===== config.mk =====
export PLATFORM = sky130hd
export DESIGN_NAME = pm_fetch_sequencer
export DESIGN_NICKNAME = d
export VERILOG_FILES = /design/src/rtl/pm_fetch_sequencer.sv
export SDC_FILE = /design/constraint.sdc
export NUM_CORES = 1
export LEC_CHECK = 0
export ABC_AREA = 1
export BUFFER_PORTS_ARGS = -buffer_cell sky130_fd_sc_hd__buf_2
export CAP_MARGIN = 20
export CORE_UTILIZATION = 56
export DETAILED_ROUTE_END_ITERATION = 8
export PLACE_DENSITY = 0.91
export SYNTH_ARGS = -nofsm -noshare
export SYNTH_HDL_FRONTEND = slang
export SYNTH_SLANG_ARGS = --single-unit

===== constraint.sdc =====
create_clock -name Clock -period 3.36 [get_ports Clock]
set_input_delay 0.504 -clock Clock [delete_from_list [all_inputs] [get_ports Clock]]
set_output_delay 0.504 -clock Clock [all_outputs]
set_load 0.01 [all_outputs]

===== src/rtl/pm_fetch_sequencer.sv =====
// picoMips program counter and fetch sequencer: resolves HEI halts locally,
// qualifies the instruction stream for the datapath and debounces SW8.
module pm_fetch_sequencer #(
    parameter logic [5:0] OP_HEI          = 6'b000001,
    parameter int         LAST_ADDR       = 27,
    parameter int         DEBOUNCE_CYCLES = 4
) (
    input  logic       Clock,
    input  logic       nReset,
    input  logic       SW8,
    input  logic [9:0] Instruction,
    output logic [4:0] Addr,
    output logic       Instr_valid,
    output logic [4:0] Instr_addr,
    output logic       Waiting,
    output logic       Sw8_db
);

    localparam logic [4:0] LAST = 5'(LAST_ADDR);
    localparam int CW = (DEBOUNCE_CYCLES > 1) ? $clog2(DEBOUNCE_CYCLES) : 1;
    localparam logic [CW-1:0] CNT_LAST = CW'(DEBOUNCE_CYCLES - 1);

    typedef enum logic [1:0] {ST_PRIME, ST_RUN, ST_WAIT} state_t;

    state_t        state, state_next;
    logic [4:0]    addr_next, instr_addr_next;
    logic          waiting_next;
    logic          wait_level, wait_level_next;
    logic          sync_meta, sync_out;
    logic [CW-1:0] db_count;
    logic          is_hei;
    logic          unused_imm;

    function automatic logic [4:0] next_addr(input logic [4:0] a);
        return (a == LAST) ? 5'd0 : a + 5'd1;
    endfunction

    assign is_hei     = (Instruction[9:4] == OP_HEI);
    // Only imm[0] matters to HEI; the other immediate bits belong to the datapath.
    assign unused_imm = ^Instruction[3:1];

    always_ff @(posedge Clock or negedge nReset) begin
        if (!nReset) begin
            sync_meta <= 1'b0;
            sync_out  <= 1'b0;
            db_count  <= '0;
            Sw8_db    <= 1'b0;
        end else begin
            sync_meta <= SW8;
            sync_out  <= sync_meta;
            if (sync_out != Sw8_db) begin
                if (db_count == CNT_LAST) begin
                    Sw8_db   <= ~Sw8_db;
                    db_count <= '0;
                end else begin
                    db_count <= db_count + CW'(1);
                end
            end else begin
                db_count <= '0;
            end
        end
    end

    always_ff @(posedge Clock or negedge nReset) begin
        if (!nReset) begin
            state      <= ST_PRIME;
            Addr       <= 5'd0;
            Instr_addr <= 5'd0;
            Waiting    <= 1'b0;
            wait_level <= 1'b0;
        end else begin
            state      <= state_next;
            Addr       <= addr_next;
            Instr_addr <= instr_addr_next;
            Waiting    <= waiting_next;
            wait_level <= wait_level_next;
        end
    end

    // In WAIT, Addr already points past the HEI, so resuming just advances it.
    always_comb begin
        state_next      = state;
        addr_next       = Addr;
        instr_addr_next = Instr_addr;
        waiting_next    = Waiting;
        wait_level_next = wait_level;
        case (state)
            ST_PRIME: begin
                addr_next       = next_addr(5'd0);
                instr_addr_next = 5'd0;
                state_next      = ST_RUN;
            end
            ST_RUN: begin
                if (is_hei && (Sw8_db == Instruction[0])) begin
                    wait_level_next = Instruction[0];
                    waiting_next    = 1'b1;
                    state_next      = ST_WAIT;
                end else begin
                    instr_addr_next = Addr;
                    addr_next       = next_addr(Addr);
                end
            end
            ST_WAIT: begin
                if (Sw8_db != wait_level) begin
                    instr_addr_next = Addr;
                    addr_next       = next_addr(Addr);
                    waiting_next    = 1'b0;
                    state_next      = ST_RUN;
                end
            end
            default: state_next = ST_PRIME;
        endcase
    end

    always_comb begin
        Instr_valid = (state == ST_RUN) && !is_hei;
    end

endmodule

==> impl_metrics.env, run 1 <==
export IMPL_status="finished, final reports clean"
export IMPL_netlist_area_mm2=0.00109
export IMPL_start_util_pct=61.1
export IMPL_antennaDiodeCount=0
export IMPL_synthCells=123
export IMPL_crit_path_max_fanout=5
export IMPL_die_h_um=46.1
export IMPL_layout_drive_gt1_share_pct=33.3
export IMPL_ctsHoldBuffers=0
export IMPL_synthTopCellsByCount="32 x nand2_1, 19 x dfrtp_1, 15 x inv_1"
export IMPL_hold_viol=0
export IMPL_post_drt_wl_per_cell_um=11.5
export IMPL_path_buf_inv=3
export IMPL_remaining_drc_errors=0
export IMPL_cp_required_ns=2.86
export IMPL_tightest_slew_ns=0.426
export IMPL_grt_overflow=0
export IMPL_fillers=139
export IMPL_cp_top_family="flip-flops"
export IMPL_drt_iter0_markers=9
export IMPL_coreArea_mm2=0.00178
export IMPL_cts_tree="yes"
export IMPL_synth_top_cell_by_area="dfrtp_1"
export IMPL_p_per_area_mw_per_mm2=641
export IMPL_postSynth_asyncResetShare_pct=100
export IMPL_grt_total_usage_pct=22.1
export IMPL_synthDistinctLibCells=22
export IMPL_row_count=15
export IMPL_min_period_ns=1.90
export IMPL_maxSlewHeadroom_pct=71.6
export IMPL_route_vias_total=887
export IMPL_synth_edf_count=0
export IMPL_dr_pass1_iters=4
export IMPL_synth_warnings=0
export IMPL_setup_viol=0
export IMPL_rsz0062_at_grt="false"
export IMPL_critPathCaptureType="output pin"
export IMPL_fmax_mhz=526
export IMPL_hold_class="input port to asynchronous set/reset pin"
export IMPL_insertion_delay_ns=0.30
export IMPL_synth_seq_cells=19
export IMPL_cts_sinks=19
export IMPL_critPathArrivalTime_ns=1.40
export IMPL_crit_type="flop to output pin"
export IMPL_grt_max_degree=20
export IMPL_antenna_found_initial=0
export IMPL_syn_nets=143
export IMPL_clk_pin_slew_worst_paths_ns=0.11
export IMPL_portBuffers=22
export IMPL_grt_pass1_wl_um=3190
export IMPL_worstPathCellList="inv_1 > ha_1 > inv_1 > nor2_1 > buf_2"
export IMPL_dieArea_mm2=0.00212
export IMPL_drt_total_wl_um=1990
export IMPL_synth_most_common_cell="nand2_1"
export IMPL_fin_util_pct=69.3
export IMPL_placed_area_mm2=0.00121
export IMPL_synth_area_per_cell_um2=8.85
export IMPL_setup_slack_ns=1.46
export IMPL_maxCapViolations=0
export IMPL_clk_path_buf_depth=2
export IMPL_leakage_uw=0.000654
export IMPL_cts_root_buf="clkbuf_4"
export IMPL_grt_pass1_vias=819
export IMPL_fin_skew_ns=0.00641
export IMPL_finalSetupTns_ns=0
export IMPL_path_common_cell="inv_1"
export IMPL_post_cts_buffers=0
export IMPL_ys_seq_area_share_pct=43.7
export IMPL_yosysTopAreaCellShare_pct=43.7
export IMPL_nNetsFinal=168
export IMPL_finalCritPeriodShare_pct=56.6
export IMPL_ctsResizeCount=0
export IMPL_ant_nets=0
export IMPL_num_io_pins=26
export IMPL_cpMaxStageDelayCell="dfrtp_1"
export IMPL_hpwl_um=1580
export IMPL_synth_ff_type="dfrtp_1"
export IMPL_area_delta_synth_final_pct=13.6
export IMPL_final_area_mm2=0.00124
export IMPL_die_w_um=46.1
export IMPL_finalPower_uw=792
export IMPL_slowest_delay_ns=0.45
export IMPL_viasPerCell=5.16
export IMPL_routabilityCongestion=0.755
export IMPL_crit_path_start_kind="flop"
export IMPL_finalMaxSlewViolations=0
export IMPL_cts_made_buffers=3
export IMPL_peakVddDrop_mv=0.419
export IMPL_h_tree_depth=1
export IMPL_netlist_top_cells_area="dfrtp_1 44%, nand2_1 11%, ha_1 8.0%"
export IMPL_place_ws_ns=1.73
-- worst paths after layout --
| path | from | to | depth (start not counted) | slack, ns |
|---|---|---|---|---|
| max reg2reg | state[0] | Addr[1] | 8 | 1.86 |
| max | state[1] | Instr_valid | 5 | 1.46 |
| min in group Clock | SW8 | sync_meta | 1 | 0.31 |
| min reg2reg | sync_meta | sync_out | 0 | 0.37 |
| min | nReset | Instr_addr[4] | 1 | 0.12 |
| max in group asynchronous | nReset | state[0] | 1 | 2.94 |
-- cells by family after synthesis --
family,after synthesis,synth area share (%)
AND/OR/NAND/NOR,64,29.9
buffers and inverters,19,8.05
flip-flops,19,43.7
AO/OA/AOI/OAI,13,9.54
adder cells (fa/ha/maj),7,8.05
XOR/XNOR,1,0.805
-- metrics by stage --
step                cells  hold WS (ns)
finish                172         0.119
global placement      168         0.333
global route          172         0.135
floorplan             123         0.208
detailed placement    168         0.351
CTS                   172         0.122
-- state kept, by name, indices dropped and copies added (netlist names) --
name        cells
sync_meta       1
Waiting         1
Addr            5
state           2
db_count        2
Instr_addr      5
sync_out        1
wait_level      1
Sw8_db          1
-- where the power goes --
group	internal, uW	switching (uW)	total (uW)
Clock	45.3	72.6	118
Combinational	136	185	320
Sequential	290	64.0	354
-- cell usage in the layout (no fill, tap or decap) --
| cell type | count |
|---|---|
| nor2_4 | 1 |
| nand2_2 | 5 |
| nor2_2 | 1 |
| a21boi_0 | 1 |
| nand3_4 | 2 |
| clkbuf_4 | 3 |
| nand4_1 | 3 |
| buf_2 | 22 |
| o211ai_1 | 1 |
| clkinvlp_4 | 1 |
| dfrtp_1 | 19 |
| nand2_4 | 2 |
| nor2_1 | 9 |
| nand2_1 | 32 |
| o21ai_2 | 9 |
| xnor2_1 | 1 |
| nand3_1 | 7 |
| or2_2 | 1 |
| inv_2 | 2 |
| nor3_1 | 1 |
| ha_1 | 7 |
| o21ai_0 | 2 |
| inv_1 | 15 |
-- per-layer routing --
metal / track usage (%) / wire length (um) / vias to the layer above / share of wire (%)
met5: 0 / 0 / - / 0
met4: 12.4 / 34 / 0 / 1.7
met3: 4.31 / 99 / 4 / 5.0
met2: 40.8 / 1060 / 32 / 53
met1: 22.8 / 792 / 412 / 40
li1: - / - / 439 / -
-- area by class of cell --
class | count | area, um2 | share of cell area [%]
repair buffers | 22 | 110 | 8.91
clock buffers | 3 | 22.5 | 1.82
clock inverters | 1 | 7.51 | 0.607
multi-input cells | 85 | 526 | 42.5
flip-flops and latches | 19 | 475 | 38.5
well taps | 25 | 31.3 | 2.53
inverters | 17 | 63.8 | 5.16
Note: power is estimated with default switching activity, not from simulation.
==> inputs of run 2 (changes only) <==
--- a/config.mk
+++ b/config.mk
@@ -8,9 +8,9 @@
 export ABC_AREA = 1
 export BUFFER_PORTS_ARGS = -buffer_cell sky130_fd_sc_hd__buf_2
 export CAP_MARGIN = 20
-export CORE_UTILIZATION = 56
+export CORE_UTILIZATION = 47
 export DETAILED_ROUTE_END_ITERATION = 8
-export PLACE_DENSITY = 0.91
+export PLACE_DENSITY = 0.82
 export SYNTH_ARGS = -nofsm -noshare
 export SYNTH_HDL_FRONTEND = slang
 export SYNTH_SLANG_ARGS = --single-unit
==> constraint.sdc (replaced) <==
create_clock -name Clock -period 1.67 [get_ports Clock]
set_input_delay 0.2505 -clock Clock [delete_from_list [all_inputs] [get_ports Clock]]
set_output_delay 0.2505 -clock Clock [all_outputs]
set_load 0.01 [all_outputs]
==> impl_metrics.env, run 2 (synthesis results as in run 1) <==
export IMPL_status="finished, final reports clean"
export IMPL_clk_path_buf_depth=2
export IMPL_cts_made_buffers=3
export IMPL_cpMaxStageDelayCell="dfrtp_2"
export IMPL_critPathArrivalTime_ns=1.29
export IMPL_area_delta_synth_final_pct=16.7
export IMPL_cp_top_family="flip-flops"
export IMPL_clk_pin_slew_worst_paths_ns=0.11
export IMPL_insertion_delay_ns=0.29
export IMPL_hpwl_um=1470
export IMPL_fillers=214
export IMPL_cts_tree="yes"
export IMPL_cp_required_ns=1.42
export IMPL_ant_nets=0
export IMPL_routabilityCongestion=0.771
export IMPL_post_drt_wl_per_cell_um=10.9
export IMPL_route_vias_total=856
export IMPL_crit_path_start_kind="flop"
export IMPL_num_io_pins=26
export IMPL_finalMaxSlewViolations=0
export IMPL_hold_class="input port to flop"
export IMPL_dp_cells=171
export IMPL_dieArea_mm2=0.00251
export IMPL_hold_viol=0
export IMPL_fin_skew_ns=0.00252
export IMPL_slowest_delay_ns=0.45
export IMPL_dr_pass1_iters=3
export IMPL_finalSetupTns_ns=0
export IMPL_layout_drive_gt1_share_pct=34.5
export IMPL_grt_total_usage_pct=18.1
export IMPL_path_buf_inv=3
export IMPL_drt_iter0_markers=8
export IMPL_gr_max_usage_layer="met2"
export IMPL_start_util_pct=49.7
export IMPL_grt_util_met2_pct=31.8
export IMPL_coreArea_mm2=0.00219
export IMPL_tightest_slew_ns=0.422
export IMPL_portBuffers=22
export IMPL_crit_type="flop to output pin"
export IMPL_grt_max_degree=20
export IMPL_maxSlewHeadroom_pct=71.8
export IMPL_path_common_cell="inv_1"
export IMPL_layout_common_cells="32 x nand2_1, 22 x buf_2, 18 x dfrtp_1"
export IMPL_globalRouteMet1Util_pct=21.9
export IMPL_min_period_ns=1.54
export IMPL_rsz0062_at_grt="false"
export IMPL_top_regs="Addr x5, Instr_addr x5"
export IMPL_cts_root_buf="clkbuf_4"
export IMPL_maxCapViolations=0
export IMPL_antenna_found_initial=0
export IMPL_drt_total_wl_um=1920
export IMPL_viasPerCell=4.86
export IMPL_nNetsFinal=169
export IMPL_post_cts_buffers=0
export IMPL_grt_pass1_wl_um=3460
export IMPL_peakVddDrop_mv=0.730
export IMPL_antennaDiodeCount=0
export IMPL_final_common_cell="nand2_1"
export IMPL_h_tree_depth=1
export IMPL_use_met3_pct=1.85
export IMPL_cts_sinks=19
export IMPL_stdcell_count=176
export IMPL_fmax_mhz=650
export IMPL_die_h_um=50.1
export IMPL_leakage_uw=0.000663
export IMPL_crit_path_max_fanout=5
export IMPL_row_count=17
export IMPL_p_per_area_mw_per_mm2=1270
export IMPL_die_w_um=50.1
export IMPL_critPathCaptureType="output pin"
export IMPL_setup_viol=0
export IMPL_finalCritPeriodShare_pct=92.2
export IMPL_remaining_drc_errors=0
export IMPL_grt_pass1_vias=820
export IMPL_grt_overflow=0
export IMPL_worstPathCellList="inv_1 > ha_4 > inv_1 > nor2_1 > buf_2"
[run 2: layer usage]
layer	share of wire, %	wire length [um]
met5	0	0
met3	4.3	83
met2	51	979
met1	44	844
met4	0.63	12
[run 2: final timing paths]
check                         endpoint  slack [ns]      start  cells past startpoint
setup / recovery           Instr_valid        0.13   state[1]                      5
hold / removal               sync_meta        0.06        SW8                      1
setup reg to reg               Addr[0]        0.14   state[0]                      4
hold reg to reg               sync_out        0.37  sync_meta                      0
max in group asynchronous     state[1]        0.93     nReset                      2
min in group asynchronous      Addr[0]        0.42     nReset                      2
[run 2: cell type report]
class	instances	area (um2)	area share, %
Inverter	17	63.8	5.02
Tap cell	28	35.0	2.76
Clock buffer	3	22.5	1.77
Clock inverter	1	5.00	0.394
Sequential cell	19	477	37.5
Timing Repair Buffer	23	120	9.46
Multi-Input combinational cell	85	547	43.1
[run 2: report_power, final]
group / internal (uW) / total [uW] / switching [uW]
sequential: 584 / 715 / 131
combinational: 288 / 665 / 377
clock: 89.1 / 227 / 138
total: 961 / 1610 / 647
[run 2: per-stage QoR]
stage | worst slack [ns] | total power (uW) | util [%] | instance area, um2 | hold WS (ns)
2_1_floorplan | 0.253 | 1170 | - | 1090 | -0.0451
3_3_place_gp | 0.243 | 1340 | 55.2 | 1210 | 0.205
3_5_place_dp | 0.193 | 1370 | 55.2 | 1210 | 0.211
4_1_cts | 0.0383 | 1610 | 56.9 | 1250 | 0.0429
5_1_grt | 0.00193 | 1760 | 58.0 | 1270 | 0.0380
6_report | 0.131 | 1610 | 58.0 | 1270 | 0.0557
[run 2: what timing repair did]
action	CTS	global route
hold endpoints to repair	19	0
hold buffers	1	0
gates resized for setup	0	4
setup endpoints to repair	0	2
